### src/rtl/jellyvl_etherneco_packet_tx_gen.sv
// EtherNeco frame transmitter: preamble, SFD, length, header, streamed payload,
// zero padding and optional CRC-32 FCS onto a valid/ready byte stream.
module jellyvl_etherneco_packet_tx_gen #(
  parameter int unsigned PREAMBLE_LEN = 6,
  parameter int unsigned HEADER_BYTES = 2,
  parameter int unsigned LENGTH_WIDTH = 16,
  parameter int unsigned MIN_PAYLOAD  = 0,
  parameter int unsigned FCS_ENABLE   = 1
) (
  input  logic                      clk,
  input  logic                      reset,
  input  logic                      start,
  input  logic                      cancel,
  input  logic [LENGTH_WIDTH-1:0]   param_length,
  input  logic [HEADER_BYTES*8-1:0] param_header,
  output logic                      tx_start,
  output logic                      busy,
  output logic                      done,
  input  logic                      s_payload_last,
  input  logic [7:0]                s_payload_data,
  input  logic                      s_payload_valid,
  output logic                      s_payload_ready,
  output logic                      m_tx_first,
  output logic                      m_tx_last,
  output logic                      m_tx_error,
  output logic [7:0]                m_tx_data,
  output logic                      m_tx_valid,
  input  logic                      m_tx_ready
);

  localparam logic [2:0] ST_IDLE     = 3'd0;
  localparam logic [2:0] ST_PREAMBLE = 3'd1;
  localparam logic [2:0] ST_LENGTH   = 3'd2;
  localparam logic [2:0] ST_HEADER   = 3'd3;
  localparam logic [2:0] ST_PAYLOAD  = 3'd4;
  localparam logic [2:0] ST_PAD      = 3'd5;
  localparam logic [2:0] ST_FCS      = 3'd6;

  localparam logic [16:0] MIN_P    = 17'(MIN_PAYLOAD);
  localparam logic [16:0] PRE_LEN  = 17'(PREAMBLE_LEN);
  localparam logic [16:0] HDR_LAST = 17'(HEADER_BYTES - 1);

  function automatic logic [31:0] crc_byte(input logic [31:0] c, input logic [7:0] d);
    logic [31:0] v;
    logic [7:0]  dd;
    v  = c;
    dd = d;
    for (int unsigned i = 0; i < 8; i++) begin
      if (v[31] ^ dd[7]) v = {v[30:0], 1'b0} ^ 32'h04C1_1DB7;
      else               v = {v[30:0], 1'b0};
      dd = {dd[6:0], 1'b0};
    end
    return v;
  endfunction

  logic [2:0]                r_state;
  logic [16:0]               r_cnt;
  logic [15:0]               r_len;
  logic [HEADER_BYTES*8-1:0] r_hdr;
  logic [16:0]               r_n;
  logic [16:0]               r_plen;
  logic [31:0]               r_crc;
  logic                      r_valid;
  logic                      r_first;
  logic                      r_last;
  logic                      r_error;
  logic [7:0]                r_data;
  logic                      r_done;

  logic        w_cke;
  logic [16:0] w_sent;
  logic [16:0] w_n_in;
  logic [16:0] w_p_in;
  logic        w_final;
  logic        w_abort;

  assign w_cke  = !r_valid || m_tx_ready;
  assign w_sent = r_cnt + 17'd1;
  assign w_n_in = {1'b0, 16'(param_length)} + 17'd1;
  assign w_p_in = (w_n_in > MIN_P) ? w_n_in : MIN_P;

  assign tx_start        = start && !cancel && (r_state == ST_IDLE) && w_cke;
  assign s_payload_ready = w_cke && (r_state == ST_PAYLOAD);
  assign busy            = (r_state != ST_IDLE) || r_valid;
  assign done            = r_done;
  assign m_tx_valid      = r_valid;
  assign m_tx_first      = r_first;
  assign m_tx_last       = r_last;
  assign m_tx_error      = r_error;
  assign m_tx_data       = r_data;

  // w_final marks the cycle the closing beat is produced; cancel is ignored then.
  always_comb begin
    w_final = 1'b0;
    if (r_state == ST_FCS) begin
      w_final = (r_cnt == 17'd3);
    end else if (FCS_ENABLE == 0) begin
      if (r_state == ST_PAYLOAD)
        w_final = s_payload_valid && s_payload_last && (w_sent == r_n) && (r_plen == r_n);
      else if (r_state == ST_PAD)
        w_final = (w_sent == r_plen);
    end
    w_abort = 1'b0;
    if (r_state != ST_IDLE) begin
      if (cancel && !w_final) w_abort = 1'b1;
      if ((r_state == ST_PAYLOAD) &&
          (!s_payload_valid || ((w_sent == r_n) && !s_payload_last))) w_abort = 1'b1;
    end
  end

  always_ff @(posedge clk) begin
    if (reset) begin
      r_state <= ST_IDLE;
      r_cnt   <= '0;
      r_len   <= '0;
      r_hdr   <= '0;
      r_n     <= '0;
      r_plen  <= '0;
      r_crc   <= '1;
      r_valid <= 1'b0;
      r_first <= 1'b0;
      r_last  <= 1'b0;
      r_error <= 1'b0;
      r_data  <= '0;
      r_done  <= 1'b0;
    end else begin
      r_done <= r_valid && m_tx_ready && r_last && !r_error;
      if (w_cke) begin
        r_valid <= 1'b0;
        r_first <= 1'b0;
        r_last  <= 1'b0;
        r_error <= 1'b0;
        case (r_state)
          ST_IDLE: begin
            if (tx_start) begin
              r_len   <= 16'(param_length);
              r_hdr   <= param_header;
              r_n     <= w_n_in;
              r_plen  <= w_p_in;
              r_valid <= 1'b1;
              r_first <= 1'b1;
              r_data  <= 8'h55;
              r_cnt   <= 17'd1;
              r_state <= ST_PREAMBLE;
            end
          end
          ST_PREAMBLE: begin
            r_valid <= 1'b1;
            if (r_cnt < PRE_LEN) begin
              r_data <= 8'h55;
              r_cnt  <= w_sent;
            end else begin
              r_data  <= 8'hD5;
              r_cnt   <= '0;
              r_state <= ST_LENGTH;
            end
          end
          ST_LENGTH: begin
            r_valid <= 1'b1;
            if (r_cnt == 17'd0) begin
              r_data <= r_len[7:0];
              r_crc  <= crc_byte('1, r_len[7:0]);
              r_cnt  <= w_sent;
            end else begin
              r_data  <= r_len[15:8];
              r_crc   <= crc_byte(r_crc, r_len[15:8]);
              r_cnt   <= '0;
              r_state <= ST_HEADER;
            end
          end
          ST_HEADER: begin
            r_valid <= 1'b1;
            r_data  <= r_hdr[7:0];
            r_crc   <= crc_byte(r_crc, r_hdr[7:0]);
            r_hdr   <= r_hdr >> 8;
            if (r_cnt == HDR_LAST) begin
              r_cnt   <= '0;
              r_state <= ST_PAYLOAD;
            end else begin
              r_cnt <= w_sent;
            end
          end
          ST_PAYLOAD: begin
            r_valid <= 1'b1;
            r_data  <= s_payload_data;
            r_crc   <= crc_byte(r_crc, s_payload_data);
            r_cnt   <= w_sent;
            // Early last and short frames both fall through to PAD, which fills up to r_plen.
            if (s_payload_last || (w_sent == r_n)) begin
              if (w_sent < r_plen) begin
                r_state <= ST_PAD;
              end else if (FCS_ENABLE != 0) begin
                r_cnt   <= '0;
                r_state <= ST_FCS;
              end else begin
                r_last  <= 1'b1;
                r_state <= ST_IDLE;
              end
            end
          end
          ST_PAD: begin
            r_valid <= 1'b1;
            r_data  <= 8'h00;
            r_crc   <= crc_byte(r_crc, 8'h00);
            r_cnt   <= w_sent;
            if (w_sent == r_plen) begin
              if (FCS_ENABLE != 0) begin
                r_cnt   <= '0;
                r_state <= ST_FCS;
              end else begin
                r_last  <= 1'b1;
                r_state <= ST_IDLE;
              end
            end
          end
          ST_FCS: begin
            r_valid <= 1'b1;
            r_data  <= r_crc[7:0];
            r_crc   <= {8'h00, r_crc[31:8]};
            if (r_cnt == 17'd3) begin
              r_last  <= 1'b1;
              r_state <= ST_IDLE;
            end else begin
              r_cnt <= w_sent;
            end
          end
          default: r_state <= ST_IDLE;
        endcase
        if (w_abort) begin
          r_valid <= 1'b1;
          r_first <= 1'b0;
          r_data  <= 8'h00;
          r_last  <= 1'b1;
          r_error <= 1'b1;
          r_state <= ST_IDLE;
        end
      end
    end
  end

endmodule

### config.mk
export PLATFORM = sky130hd
export DESIGN_NAME = jellyvl_etherneco_packet_tx_gen
export DESIGN_NICKNAME = d
export VERILOG_FILES = /design/src/rtl/jellyvl_etherneco_packet_tx_gen.sv
export SDC_FILE = /design/constraint.sdc
export NUM_CORES = 1
export LEC_CHECK = 0
export BUFFER_PORTS_ARGS = -buffer_cell sky130_fd_sc_hd__buf_2
export CAP_MARGIN = 5
export CORE_ASPECT_RATIO = 0.7
export CORE_MARGIN = 5
export CORE_UTILIZATION = 63
export CTS_CLUSTER_DIAMETER = 40
export CTS_CLUSTER_SIZE = 10
export DETAILED_ROUTE_END_ITERATION = 10
export GPL_TIMING_DRIVEN = 0
export PLACE_DENSITY = 0.82
export SYNTH_ARGS = -nofsm -noshare
export SYNTH_HDL_FRONTEND = slang
export SYNTH_SLANG_ARGS = --single-unit
export TNS_END_PERCENT = 50
### constraint.sdc
create_clock -name clk -period 4.7 [get_ports clk]
set_input_delay 0.235 -clock clk [delete_from_list [all_inputs] [get_ports clk]]
set_output_delay 0.235 -clock clk [all_outputs]
set_load 0.01 [all_outputs]
# Word-level counts from Yosys, hierarchy flattened

Cells that the tools add are included.

Div/mod/pow operators: 0
Reductions and logical operators: 34
Eq/ne operators: 19
Mux-type cells: 201
Bitwise gates (word level): 67
Multipliers: 0
Shift operators: 0
Add/subtract/negate cells: 2
Order comparisons: 3

Operator list:

| operator                | number |
|---|---|
| $mux W32                | 120 |
| $mux W27                | 40 |
| $not A14 Y14            | 36 |
| $pmux W32 S5            | 1 |
| $mux W17                | 9 |
| $pmux W17 S7            | 1 |
| $pmux W8 S7             | 1 |
| $eq A17 B17 Y1          | 2 |
| $mux W8                 | 4 |
| $pmux W16 S2            | 1 |
| $xor A1 B1 Y1           | 31 |
| $mux W3                 | 8 |
| $pmux W3 S7             | 1 |
| $add A16 B1 Y17 const B | 1 |
| $add A17 B1 Y17 const B | 1 |
| $eq A17 B1 Y1 const B   | 1 |
| $eq A17 B2 Y1 const B   | 1 |
| $gt A17 B1 Y1 const B   | 1 |
| $logic_not A17 Y1       | 1 |
| $lt A17 B17 Y1          | 1 |
| $lt A17 B3 Y1 const B   | 1 |
| $mux W16                | 1 |
| $ne A3 B3 Y1 const B    | 5 |
| $mux W1                 | 12 |
| other kinds (21)        | 45 |

Memories kept: 0
Bits in latches: 0
Memory bits (writable): 0
Word-level logic and storage cells: 339
Output and inout port bits: 16
Register bits: 131
ROM bits: 0
Input bits: 47

# Depth between registers and ports, before layout

Gate-level depths: netlist (run 1).

Word-level depth: 46
Gate-level depth with buffers: 15
Gate-level depth less buffers: 13

# Worst setup path before layout (run 1)

OpenSTA, ideal clock, no wires.

Path type: reg2reg
Start point: register r_cnt[0]
End point: register r_cnt[10]
Clock period less this slack: 3.420 ns
Required time: 4.637 ns
Arrival: 3.357 ns
Setup time: 0.063 ns
Setup slack: 1.280 ns
Stages on the path, launching flop included: 15
Buffers on the path: 1
Cell sequence: dfxtp_1 ha_1 nand3_4 nor4_4 xnor2_1 inv_1 ha_1 a21o_1 a21o_1 a2111oi_0 a31oi_1 nand3_1 buf_2 o2111ai_1 nand3_1

Longest elaborated chain between the ends: 5
Elaborated cells on any way between the ends: 19
Those cells by class: 1 x add/sub; 2 x order compare; 5 x eq/ne; 8 x mux; 3 x reduce/logical

Ends and longest elaborated chain:

| element                                          | RTL line | text |
|---|---|---|
| from (decl)                                      | 57       | `logic [16:0] r_cnt;` |
| from (signal assigned)                           | 151      | `r_cnt <= w_sent;` |
| from (signal assigned)                           | 163      | `r_cnt <= w_sent;` |
| from (signal assigned)                           | 180      | `r_cnt <= w_sent;` |
| $add A17 B1 Y17                                  | 78       | `assign w_sent = r_cnt + 17'd1;` |
| $lt A17 B17 Y1 or $eq A17 B17 Y1 (tied branches) | 190, 189 |  |
| $mux W17 or $logic_or A1 B1 Y1 (tied branches)   | 190, 189 |  |
| $mux W17                                         | 189      | `if (s_payload_last \|\| (w_sent == r_n)) begin` |
| $pmux W17 S7                                     | 133      | `case (r_state)` |

Parallel ways exist; a longest one is shown, timed or not. The select of a mux whose other input is x is not followed.
A chain may end at the register's enable or synchronous reset.

# Worst setup path in the final report (run 1)

Start point: register r_cnt[0]
End point: register r_cnt[4]

The elaborated chain is that of the path after synthesis.

==> results by group, run 1 <==
Yosys
  • Synth area leaders: dfxtp_1, xnor2_1, xor2_1
  • Syn avg cell area: 7.79 sq um
  • Most common library cells after synthesis: xnor2_1, nand2_1, dfxtp_1
  • Mapped Cells: between 1000 and 1500
  • Ys flop type: dfxtp_1
  • Number of synthesized flops with an enable pin: 0
  • Yosys warnings: 0
  • Mapped Nets: 1557
  • Top-area cell type share of the netlist area: 0.225
  • Most frequent cell after synthesis: xnor2_1
  • Yosys cell types: 85
  • Mapped Area: 11600 sq um
  • Area leader, netlist: dfxtp_1
  • Synthesized flop and latch total: 130
  • Register area share after synthesis: 0.225
  • FFs w/ async S/R, synth: 0

Timing
  • Final min period: 4.40 ns
  • Slew margin rel.: 0.105
  • Final clock skew: 0.0161 ns
  • Final TNS setup: 0 ns
  • Final max-slew violation count: 0
  • RSZ-0062 raised after global routing: no
  • Final setup vio count: 0
  • Slew @ Worst Pin: 1.33 ns
  • Post-route clock period utilization: 0.936
  • Fin worst setup slack: roughly 0.3 ns
  • Hold Vio Cnt, Final: 0
  • Peak Freq: between 200 and 250 MHz

Clock network
  • CTS root buf: clkbuf_16
  • Post-CTS Resized: 0
  • Clock buffer depth: 2
  • Setup bufs post-CTS: 0
  • Worst-Skew Late Latency: 0.45 ns
  • CTS tree: done
  • Num CTS Buffers: 17
  • Clock Sinks: 130
  • Hold buffers post-CTS: 0
  • Htree depth: 4
  • Clock-pin slew on the worst setup and hold paths: ~0.07 ns

Floorplanning
  • Core Rows: 41
  • I/O pin total: between 60 and 70
  • Die Wd: 172 microns
  • Die ar.: 21300 sq um
  • Core box area: roughly 18000 sq um
  • Die H: 123 microns
  • Initial Utilization: 0.642

Setup path
  • Slowest stage cell, crit path: dfxtp_1
  • Cells on worst reg2reg path: 13
  • Critical path, cell by cell: ha_1 -> nand3_4 -> nor4_4 -> nand3_1 -> xnor2_1 -> ha_1 -> o2111ai_1 -> nor4b_2 -> o211ai_1 -> nor4_4 -> a21boi_2 -> o21ai_1 -> o21ai_0
  • Crit Path Class: reg2reg
  • Critical Path RT: ~5.0 ns
  • CP max FO: 10
  • Reg2Reg Capture Point: r_cnt[4]$_SDFFE_PP0P_
  • Largest delay contributor family on the critical path: simple AND/OR/NAND/NOR gates
  • WP buf/inv: 0
  • Max incr delay on CP: 0.58 ns
  • Critical path arrival: 4.70 ns
  • Worst setup SP type: register
  • WP depth: 13
  • Internal reg-to-reg setup slack: 0.30 ns
  • FF-to-FF Start: r_cnt[0]$_SDFFE_PP0P_
  • Crit end category: register
  • Crit path to: r_cnt[4]$_SDFFE_PP0P_
  • Critical path startpoint: r_cnt[0]$_SDFFE_PP0P_

Placed design
  • IO buf count: 55
  • HPWL Detailed: 36500 microns
  • Gpl congestion: roughly 1.1
  • Dpl ws: 0.380 ns

Detailed routing
  • Final ANT Viol Nets: 0
  • Routed WL per cell: 26.5 microns
  • Routed via count: ~12000
  • DRC Markers: 0
  • Post-Route WL: approximately 48000 microns
  • First drt pass iteration count: 7
  • Initial DRC Count: 2498
  • Vias/cell: 6.85

Global route
  • Initial antenna violation count: 0
  • First-pass GRT wire length: 70100 microns
  • Vias in the first global route: approximately 11000
  • Grt total ovfl: 0
  • Largest net degree at the start of global routing: 17
  • Total track usage: 0.447

Final layout
  • Area growth from synthesis to layout: 9.86%
  • Layout cells sized above 1: 0.108
  • Nets: between 1500 and 2000
  • Antenna diodes: 0

Power
  • PD cells: between 400 and 500 nW/um^2
  • VDD IR-drop max: approximately 0.28 mV
  • Pleak: 4.76 nW

Hold path
  • Hold crit path type: in2reg

Outcome
  • Run status: finished clean

Run
  • Max-Cap Viols: 0
[power breakdown]
group          switching (W)  leakage [nW]  total, W  internal, W
registers          0.0000940          1.06   0.00131      0.00121
logic                0.00166          3.43   0.00262     0.000962
clock network       0.000613         0.276   0.00133     0.000720
[per-layer routing]
metal	track usage	up-vias	wire length [microns]
met5	0	-	0
met4	0.148	0	2000
met1	0.628	5737	18800
li1	-	5260	-
met2	0.585	1214	17600
met3	0.225	190	9590
[worst min-delay path, delay by kind of cell]
family,cells,cell delay [ns]
AO/OA/AOI/OAI,1,0.06
buffers and inverters,1,0.07
AND/OR/NAND/NOR,1,0.07
[how the worst min path moves through the flow]
| stage | slack (ns) | start | cells past startpoint | endpoint |
|---|---|---|---|---|
| final | 0.04 | param_header[8] | 3 | r_hdr[8]$_SDFFE_PP0P_ |
| after detailed placement | 0.44 | m_tx_data[5]$_SDFFE_PP0P_ | 2 | m_tx_data[5]$_SDFFE_PP0P_ |
| after floorplan | 0.37 | param_length[15] | 2 | r_len[15]$_SDFFE_PP0P_ |
| after global routing | 0.05 | param_header[12] | 3 | r_hdr[12]$_SDFFE_PP0P_ |
| after global placement | 0.43 | m_tx_data[1]$_SDFFE_PP0P_ | 2 | m_tx_data[1]$_SDFFE_PP0P_ |
| after CTS | 0.04 | param_header[14] | 3 | r_hdr[14]$_SDFFE_PP0P_ |
[layout make-up]
type | instances | area [sq um]
inverters | 40 | 150
clock buffers | 19 | 453
well taps | 236 | 295
fillers | 1495 | 5320
repair buffers | 55 | 275
flip-flops and latches | 130 | 2600
plain buffers | 133 | 587
multi-input cells | 1184 | 8260
clock inverters | 13 | 113
[cell usage in the layout (no fill, tap or decap), drive strengths merged, types with 12 or more instances in the layout]
cell / count
o21a: 14
buf: 94
nor3: 16
nand2: 181
nand4: 12
xnor2: 247
a221oi: 14
a211oi: 14
o22ai: 14
o211ai: 26
a21boi: 16
inv: 47
dfxtp: 130
a22oi: 15
xor2: 97
nor2: 100
o21ai: 94
nor4: 13
ha: 23
a21oi: 112
nand3: 40
clkbuf: 113
[per-stage QoR]
step                hold slack [ns]  cell area [sq um]  std cells  power, W  utilization
finish                       0.0402              12700       1810   0.00526        0.705
CTS                          0.0419              12700       1810   0.00508        0.705
detailed placement            0.443              12200       1778   0.00378        0.674
global placement              0.433              12200       1778   0.00375        0.674
floorplan                     0.371              11600       1487   0.00307            -
global route                 0.0503              12700       1810   0.00538        0.705
[kinds of logic after synthesis]
group | count (synthesis) | synth area share
AND/OR/NAND/NOR | 411 | 0.168
AO/OA/AOI/OAI | 382 | 0.210
XOR/XNOR | 351 | 0.292
buffers and inverters | 173 | 0.0636
flip-flops | 130 | 0.225
adder cells (fa/ha/maj) | 23 | 0.0248
multiplexers | 17 | 0.0163
[sequential cells by signal (all words and copies together), names as in the netlist]
signal,cells
done,1
r_plen,16
m_tx_data,8
r_state,3
r_cnt,17
m_tx_last,1
m_tx_first,1
m_tx_valid,1
r_n,17
m_tx_error,1
r_crc,32
r_hdr,16
r_len,16
(Power assumes the default switching activity.)
==> run 2: changes to the inputs <==
--- a/config.mk
+++ b/config.mk
@@ -10,6 +10,7 @@
 export CORE_ASPECT_RATIO = 0.7
 export CORE_MARGIN = 5
 export CORE_UTILIZATION = 63
+export CTS_BUF_LIST = sky130_fd_sc_hd__clkbuf_16
 export CTS_CLUSTER_DIAMETER = 40
 export CTS_CLUSTER_SIZE = 10
 export DETAILED_ROUTE_END_ITERATION = 10
==> run 2 against run 1 <==
  * Register-to-register slack hardly changed
  * Critical path type unchanged
  * Critical path depth is the same
  * Setup slack got worse by 0.014 ns
  * Combinational power hardly changed
  * Global-route usage is 0.091 points higher
  * Highest routed layer is now met5
  * Largest cell class unchanged
==> results by group, run 2 (synthesized netlist as in run 1, its figures left out) <==
Run
  • Max-Cap Viols: 0 (unchanged)

Setup path
  • Crit end category: register (unchanged)
  • Critical Path RT: 5.01 ns (was 5.00 ns)
  • FF-to-FF Start: r_cnt[0]$_SDFFE_PP0P_ (unchanged)
  • Reg2Reg Capture Point: r_cnt[5]$_SDFFE_PP0P_ (was r_cnt[4]$_SDFFE_PP0P_)
  • Critical path arrival: 4.72 ns (was 4.70 ns)
  • Critical path startpoint: r_cnt[0]$_SDFFE_PP0P_ (unchanged)
  • Worst setup SP type: register (unchanged)
  • Internal reg-to-reg setup slack: 0.28 ns (was 0.30 ns)
  • CP max FO: 10 (unchanged)
  • Crit path to: r_cnt[5]$_SDFFE_PP0P_ (was r_cnt[4]$_SDFFE_PP0P_)
  • Cells on worst reg2reg path: 13 (unchanged)
  • Critical path, cell by cell: ha_1 -> nand3_4 -> nor4_4 -> nand3_1 -> xnor2_1 -> ha_1 -> o2111ai_1 -> nor4b_2 -> o211ai_1 -> nor4_4 -> a21boi_2 -> o21ai_1 -> o21ai_0 (unchanged)
  • Slowest stage cell, crit path: dfxtp_1 (unchanged)
  • Crit Path Class: reg2reg (unchanged)
  • Max incr delay on CP: 0.55 ns (was 0.58 ns)

Detailed routing
  • Final ANT Viol Nets: 0 (unchanged)
  • Initial DRC Count: 2491 (was 2498)
  • DRC Markers: 0 (unchanged)
  • Vias/cell: 6.89 (was 6.85)
  • Post-Route WL: 47900 microns (about the same)
  • Routed WL per cell: 26.5 microns (about the same)
  • Routed via count: 12500 (was 12400)
  • First drt pass iteration count: 6 (was 7)

Clock network
  • Worst-Skew Late Latency: 0.45 ns (about the same)
  • Clock Sinks: 130 (unchanged)
  • Hold buffers post-CTS: 0 (unchanged)
  • Htree depth: 4 (unchanged)
  • Clock buffer depth: 2 (unchanged)
  • CTS root buf: clkbuf_16 (unchanged)
  • CTS tree: done (unchanged)
  • Clock-pin slew on the worst setup and hold paths: 0.07 ns (about the same)
  • Num CTS Buffers: 17 (unchanged)

Final layout
  • Regs by FF count: r_crc: 32 flops, r_cnt: 17 flops, r_n: 17 flops (unchanged)
  • Commonest non-fill, non-tap cells in the layout: xnor2_1, nand2_1, dfxtp_1, a21oi_1, nor2_1 (unchanged)
  • Area growth from synthesis to layout: 9.70% (was 9.86%)
  • Commonest non-fill, non-tap cell in the layout: xnor2_1 (unchanged)
  • Final std cells w/o fill: 1811 (was 1810)
  • Final core occ: 0.704 (was 0.705)
  • Nets: 1631 (unchanged)
  • Layout cells sized above 1: 0.107 (was 0.108)
  • Largest register by flop count: r_crc (unchanged)
  • Max reg flops: 32 (unchanged)
  • Fill cells: 1505 (was 1495)

Floorplanning
  • Initial Utilization: 0.642 (unchanged)
  • Die Wd: 172 microns (unchanged)
  • Core Rows: 41 (unchanged)
  • Core box area: 18100 sq um (unchanged)
  • Die ar.: 21300 sq um (unchanged)
  • I/O pin total: 63 (unchanged)
  • Die H: 123 microns (unchanged)

Global route
  • Vias in the first global route: 11300 (about the same)
  • Grt total ovfl: 0 (unchanged)
  • Initial antenna violation count: 0 (unchanged)
  • Largest net degree at the start of global routing: 17 (unchanged)
  • Total track usage: 0.448 (was 0.447)
  • First-pass GRT wire length: 70100 microns (about the same)

Placed design
  • IO buf count: 55 (unchanged)
  • Dpl ws: 0.380 ns (unchanged)
  • Gpl congestion: 1.11 (unchanged)
  • Placed cells: 1778 (unchanged)
  • HPWL Detailed: 36500 microns (unchanged)

Timing
  • RSZ-0062 raised after global routing: no (unchanged)
  • Final max-slew violation count: 0 (unchanged)
  • Final clock skew: 0.0169 ns (was 0.0161 ns)
  • Final min period: 4.42 ns (was 4.40 ns)
  • Final setup vio count: 0 (unchanged)
  • Peak Freq: 226 MHz (was 227 MHz)
  • Fin worst setup slack: 0.285 ns (was 0.299 ns)
  • Post-route clock period utilization: 0.939 (was 0.936)
  • Slew @ Worst Pin: 1.39 ns (was 1.33 ns)
  • Final TNS setup: 0 ns (unchanged)
  • Hold Vio Cnt, Final: 0 (unchanged)
  • Slew margin rel.: 0.0658 (was 0.105)

Hold path
  • Hold crit path type: in2reg (unchanged)

Power
  • PD cells: 412 nW/um^2 (was 413 nW/um^2)
  • Pleak: 4.75 nW (was 4.76 nW)
  • VDD IR-drop max: 0.274 mV (was 0.281 mV)

Outcome
  • Run status: finished clean (unchanged)
run 2: worst min-delay path by stage:
stage,slack [ns],to,from,depth (start not counted)
2_1_floorplan,0.37,r_len[15]$_SDFFE_PP0P_,param_length[15],2
3_3_place_gp,0.43,m_tx_data[1]$_SDFFE_PP0P_,m_tx_data[1]$_SDFFE_PP0P_,2
3_5_place_dp,0.44,m_tx_data[5]$_SDFFE_PP0P_,m_tx_data[5]$_SDFFE_PP0P_,2
4_1_cts,0.04,r_hdr[14]$_SDFFE_PP0P_,param_header[14],3
5_1_grt,0.05,r_hdr[12]$_SDFFE_PP0P_,param_header[12],3
6_report,0.04,r_hdr[8]$_SDFFE_PP0P_,param_header[8],3
run 2: worst max-delay path: cells and delay by family (launching register included):
family	cells	cell delay (ns)
compound gates	5	1.16
xor+xnor	1	0.43
fa+ha+maj	2	0.54
flops	1	0.55
simple gates	5	1.61
run 2: layout make-up:
class                           count  area, sq um  area share
Clock buffer                       17          425      0.0335
Clock inverter                     15          120     0.00945
Sequential cell                   130         2600       0.205
Multi-Input combinational cell   1184         8260       0.649
Buffer                            133          587      0.0461
Inverter                           40          150      0.0118
Tap cell                          236          295      0.0232
Antenna cell                        1         2.50    0.000197
Timing Repair Buffer               55          275      0.0216
run 2: through the flow:
stage,total power (W),instance area (sq um),hold slack (ns)
2_1_floorplan,0.00307,11600,0.371
3_3_place_gp,0.00375,12200,0.433
5_1_grt,0.00535,12700,0.0467
6_report,0.00523,12700,0.0369
4_1_cts,0.00505,12700,0.0404
3_5_place_dp,0.00378,12200,0.443
run 2: layer usage:
layer,vias to the layer above,global-route usage,wire [microns]
met3,245,0.230,9930
met5,-,0,38
met1,5680,0.627,18500
li1,5265,-,-
met2,1291,0.585,17400
met4,2,0.153,2130
run 2: timing repair:
item	in CTS	in global routing
setup endpoints to repair	0	10
buffers inserted	0	0
hold endpoints to repair	0	0
resized for setup	0	1
run 2: where the power goes:
part / leakage (nW) / internal (W) / switching, W
registers: 1.06 / 0.00121 / 0.0000939
clock network: 0.264 / 0.000688 / 0.000614
logic: 3.43 / 0.000962 / 0.00166
==> run 3: changes to the inputs <==
--- a/config.mk
+++ b/config.mk
@@ -9,13 +9,13 @@
 export CAP_MARGIN = 5
 export CORE_ASPECT_RATIO = 0.7
 export CORE_MARGIN = 5
-export CORE_UTILIZATION = 63
+export CORE_UTILIZATION = 55
 export CTS_BUF_LIST = sky130_fd_sc_hd__clkbuf_16
 export CTS_CLUSTER_DIAMETER = 40
 export CTS_CLUSTER_SIZE = 10
 export DETAILED_ROUTE_END_ITERATION = 10
 export GPL_TIMING_DRIVEN = 0
-export PLACE_DENSITY = 0.82
+export PLACE_DENSITY = 0.73
 export SYNTH_ARGS = -nofsm -noshare
 export SYNTH_HDL_FRONTEND = slang
 export SYNTH_SLANG_ARGS = --single-unit
==> run 3 against run 2 <==
  * Die area is 14% higher
  * Cell count is 2.2% higher
  * Count of clock-buffer cells in the layout stayed put
  * Maximum frequency increased by 1.9%
  * Setup slack improved by 0.084 ns
  * Register-to-register slack improved by 0.08 ns
  * Design area up 0.53%
  * Clock skew hardly changed
  * Total power shrank 0.10%
  * Critical path type unchanged
  * Largest power group unchanged
  * Highest routed layer unchanged
==> results by group, run 3 (synthesized netlist as in run 1, its figures left out) <==
Global route
  • First-pass GRT wire length: 72100 microns (was 70100 microns)
  • Largest net degree at the start of global routing: 17 (unchanged)
  • Grt total ovfl: 0 (unchanged)
  • Vias in the first global route: 10900 (was 11300)
  • Initial antenna violation count: 2 (was 0)
  • Total track usage: 0.398 (was 0.448)

Floorplanning
  • Die ar.: 24100 sq um (was 21300 sq um)
  • Die H: 131 microns (was 123 microns)
  • Die Wd: 184 microns (was 172 microns)
  • Core Rows: 44 (was 41)
  • I/O pin total: 63 (unchanged)
  • Initial Utilization: 0.558 (was 0.642)
  • Core box area: 20800 sq um (was 18100 sq um)

Detailed routing
  • Final ANT Viol Nets: 0 (unchanged)
  • Vias/cell: 6.55 (was 6.89)
  • Routed WL per cell: 26.6 microns (was 26.5 microns)
  • Initial DRC Count: 2008 (was 2491)
  • Routed via count: 12100 (was 12500)
  • DRC Markers: 0 (unchanged)
  • Post-Route WL: 49200 microns (was 47900 microns)
  • First drt pass iteration count: 7 (was 6)

Power
  • Flop pwr share: 0.250 (about the same)
  • Pint: 0.00292 W (was 0.00286 W)
  • VDD IR-drop max: 0.273 mV (was 0.274 mV)
  • PD cells: 409 nW/um^2 (was 412 nW/um^2)
  • Clock power share: 0.257 (was 0.249)
  • Comb power frac: 0.493 (was 0.502)
  • Pleak: 4.75 nW (about the same)
  • Net Sw Frac: 0.442 (was 0.453)
  • Psw: 0.00231 W (was 0.00237 W)

Clock network
  • Hold buffers post-CTS: 0 (unchanged)
  • CTS root buf: clkbuf_16 (unchanged)
  • Worst-Skew Late Latency: 0.44 ns (was 0.45 ns)
  • Post-CTS Resized: 0 (unchanged)
  • Clock buffer depth: 2 (unchanged)
  • Clock-pin slew on the worst setup and hold paths: 0.06 ns (was 0.07 ns)
  • Num CTS Buffers: 17 (unchanged)
  • CTS tree: done (unchanged)
  • Htree depth: 4 (unchanged)
  • Setup bufs post-CTS: 0 (unchanged)
  • Clock Sinks: 130 (unchanged)

Setup path
  • Critical Path RT: 5.03 ns (was 5.01 ns)
  • Critical path, cell by cell: ha_1 -> nand3_4 -> nor4_4 -> nand3_1 -> xnor2_1 -> ha_1 -> o2111ai_1 -> nor4b_1 -> o211ai_1 -> nor4_4 -> a41oi_4 -> or2_1 -> o211a_1 (was ha_1 -> nand3_4 -> nor4_4 -> nand3_1 -> xnor2_1 -> ha_1 -> o2111ai_1 -> nor4b_2 -> o211ai_1 -> nor4_4 -> a21boi_2 -> o21ai_1 -> o21ai_0)
  • Critical path arrival: 4.66 ns (was 4.72 ns)
  • Reg2Reg Capture Point: r_state[2]$_SDFFE_PP0P_ (was r_cnt[5]$_SDFFE_PP0P_)
  • Internal reg-to-reg setup slack: 0.37 ns (was 0.28 ns)
  • Max incr delay on CP: 0.56 ns (was 0.55 ns)
  • FF-to-FF Start: r_cnt[0]$_SDFFE_PP0P_ (unchanged)
  • Cells on worst reg2reg path: 13 (unchanged)
  • Slowest stage cell, crit path: dfxtp_1 (unchanged)
  • Crit end category: register (unchanged)
  • Largest delay contributor family on the critical path: simple AND/OR/NAND/NOR gates (unchanged)
  • WP buf/inv: 0 (unchanged)
  • Crit Path Class: reg2reg (unchanged)
  • CP max FO: 10 (unchanged)
  • Worst setup SP type: register (unchanged)

Timing
  • Final max-slew violation count: 0 (unchanged)
  • Final clock skew: 0.0168 ns (was 0.0169 ns)
  • Final min period: 4.33 ns (was 4.42 ns)
  • Final setup vio count: 0 (unchanged)
  • Post-route clock period utilization: 0.922 (was 0.939)
  • Peak Freq: 231 MHz (was 226 MHz)
  • Hold Vio Cnt, Final: 0 (unchanged)
  • Final TNS setup: 0 ns (unchanged)
  • RSZ-0062 raised after global routing: no (unchanged)
  • Slew margin rel.: 0.0760 (was 0.0658)
  • Slew @ Worst Pin: 1.38 ns (was 1.39 ns)

Hold path
  • Hold Crit Endpoint: r_hdr[8]$_SDFFE_PP0P_ (unchanged)
  • Hold crit path type: in2reg (unchanged)
  • HP Start: param_header[8] (unchanged)
  • Min-Delay Path Depth: 3 (unchanged)

Placed design
  • IO buf count: 55 (unchanged)
  • Gpl congestion: 1.10 (was 1.11)
  • Placed cells: 1818 (was 1778)
  • HPWL Detailed: 38100 microns (was 36500 microns)

Final layout
  • Nets: 1631 (unchanged)
  • Antenna diodes: 0 (was 1)
  • Largest register by flop count: r_crc (unchanged)
  • Final std cells w/o fill: 1850 (was 1811)
  • Fill cells: 1887 (was 1505)
  • Register area: 2600 sq um (unchanged)
  • Area occupied by multi-input gates: 8250 sq um (was 8260 sq um)
  • Regs by FF count: r_crc: 32 flops, r_cnt: 17 flops, r_n: 17 flops (unchanged)
  • Area growth from synthesis to layout: 10.3% (was 9.70%)
  • Commonest non-fill, non-tap cell in the layout: xnor2_1 (unchanged)
  • Layout cells sized above 1: 0.107 (unchanged)
  • Commonest non-fill, non-tap cells in the layout: xnor2_1, nand2_1, dfxtp_1, a21oi_1, nor2_1 (unchanged)
  • Max reg flops: 32 (unchanged)

Outcome
  • Run status: finished clean (unchanged)

Run
  • Max-Cap Viols: 0 (unchanged)
-- run 3: changes by cell type in the layout (fill, tap and decap cells not counted), sizes merged --
cell | before | now
bufinv | 0 | 1
clkinv | 6 | 3
clkinvlp | 2 | 5
diode | 1 | 0
inv | 47 | 46
-- run 3: how the worst max path moves through the flow --
stage | cells past startpoint | start | endpoint
2_1_floorplan | 14 | r_cnt[0]$_SDFFE_PP0P_ | r_cnt[10]$_SDFFE_PP0P_
3_3_place_gp | 13 | r_cnt[0]$_SDFFE_PP0P_ | r_state[2]$_SDFFE_PP0P_
3_5_place_dp | 13 | r_cnt[0]$_SDFFE_PP0P_ | r_state[2]$_SDFFE_PP0P_
4_1_cts | 13 | r_cnt[0]$_SDFFE_PP0P_ | r_state[2]$_SDFFE_PP0P_
5_1_grt | 13 | r_cnt[0]$_SDFFE_PP0P_ | r_state[2]$_SDFFE_PP0P_
6_report | 13 | r_cnt[0]$_SDFFE_PP0P_ | r_state[2]$_SDFFE_PP0P_
-- run 3: final cells by class --
cell class | count | share of cell area
buffer | 133 | 0.0459
clock buffer | 17 | 0.0333
clock inverter | 15 | 0.0115
inverter | 40 | 0.0117
multi-input combinational | 1184 | 0.645
sequential | 130 | 0.204
tap | 276 | 0.0270
timing repair buffer | 55 | 0.0215
-- run 3: layer usage --
layer	wire (microns)	global-route usage	up-vias	part of all wire
met3	8830	0.179	123	0.18
met5	84	0.0300	-	0.0017
met1	21000	0.606	5735	0.43
met2	17800	0.487	997	0.36
li1	-	-	5261	-
met4	1510	0.117	4	0.031
-- run 3: power groups by stage --
stage | sequential, W | combinational [W] | clock [W]
2_1_floorplan | 0.00130 | 0.00177 | 0
3_3_place_gp | 0.00132 | 0.00245 | 0
3_5_place_dp | 0.00132 | 0.00245 | 0
4_1_cts | 0.00130 | 0.00247 | 0.00133
5_1_grt | 0.00131 | 0.00272 | 0.00138
6_report | 0.00131 | 0.00258 | 0.00134
-- run 3: per-stage QoR --
stage                     setup WS (ns)  hold slack, ns  total power [W]  utilization  instance area (sq um)
after floorplan                    1.28           0.371          0.00307            -                  11600
final                             0.368          0.0502          0.00523        0.616                  12800
after detailed placement          0.534           0.442          0.00378        0.588                  12200
after global routing              0.199          0.0418          0.00542        0.616                  12800
after CTS                         0.503          0.0422          0.00510        0.616                  12800
after global placement            0.575           0.434          0.00377        0.588                  12200
-- run 3: worst register-to-register path: cells and delay by family (launching register included) --
kind	cells	cell delay, ns
compound gates	4	0.75
xor+xnor	1	0.40
fa+ha+maj	2	0.56
flops	1	0.56
simple gates	6	1.96
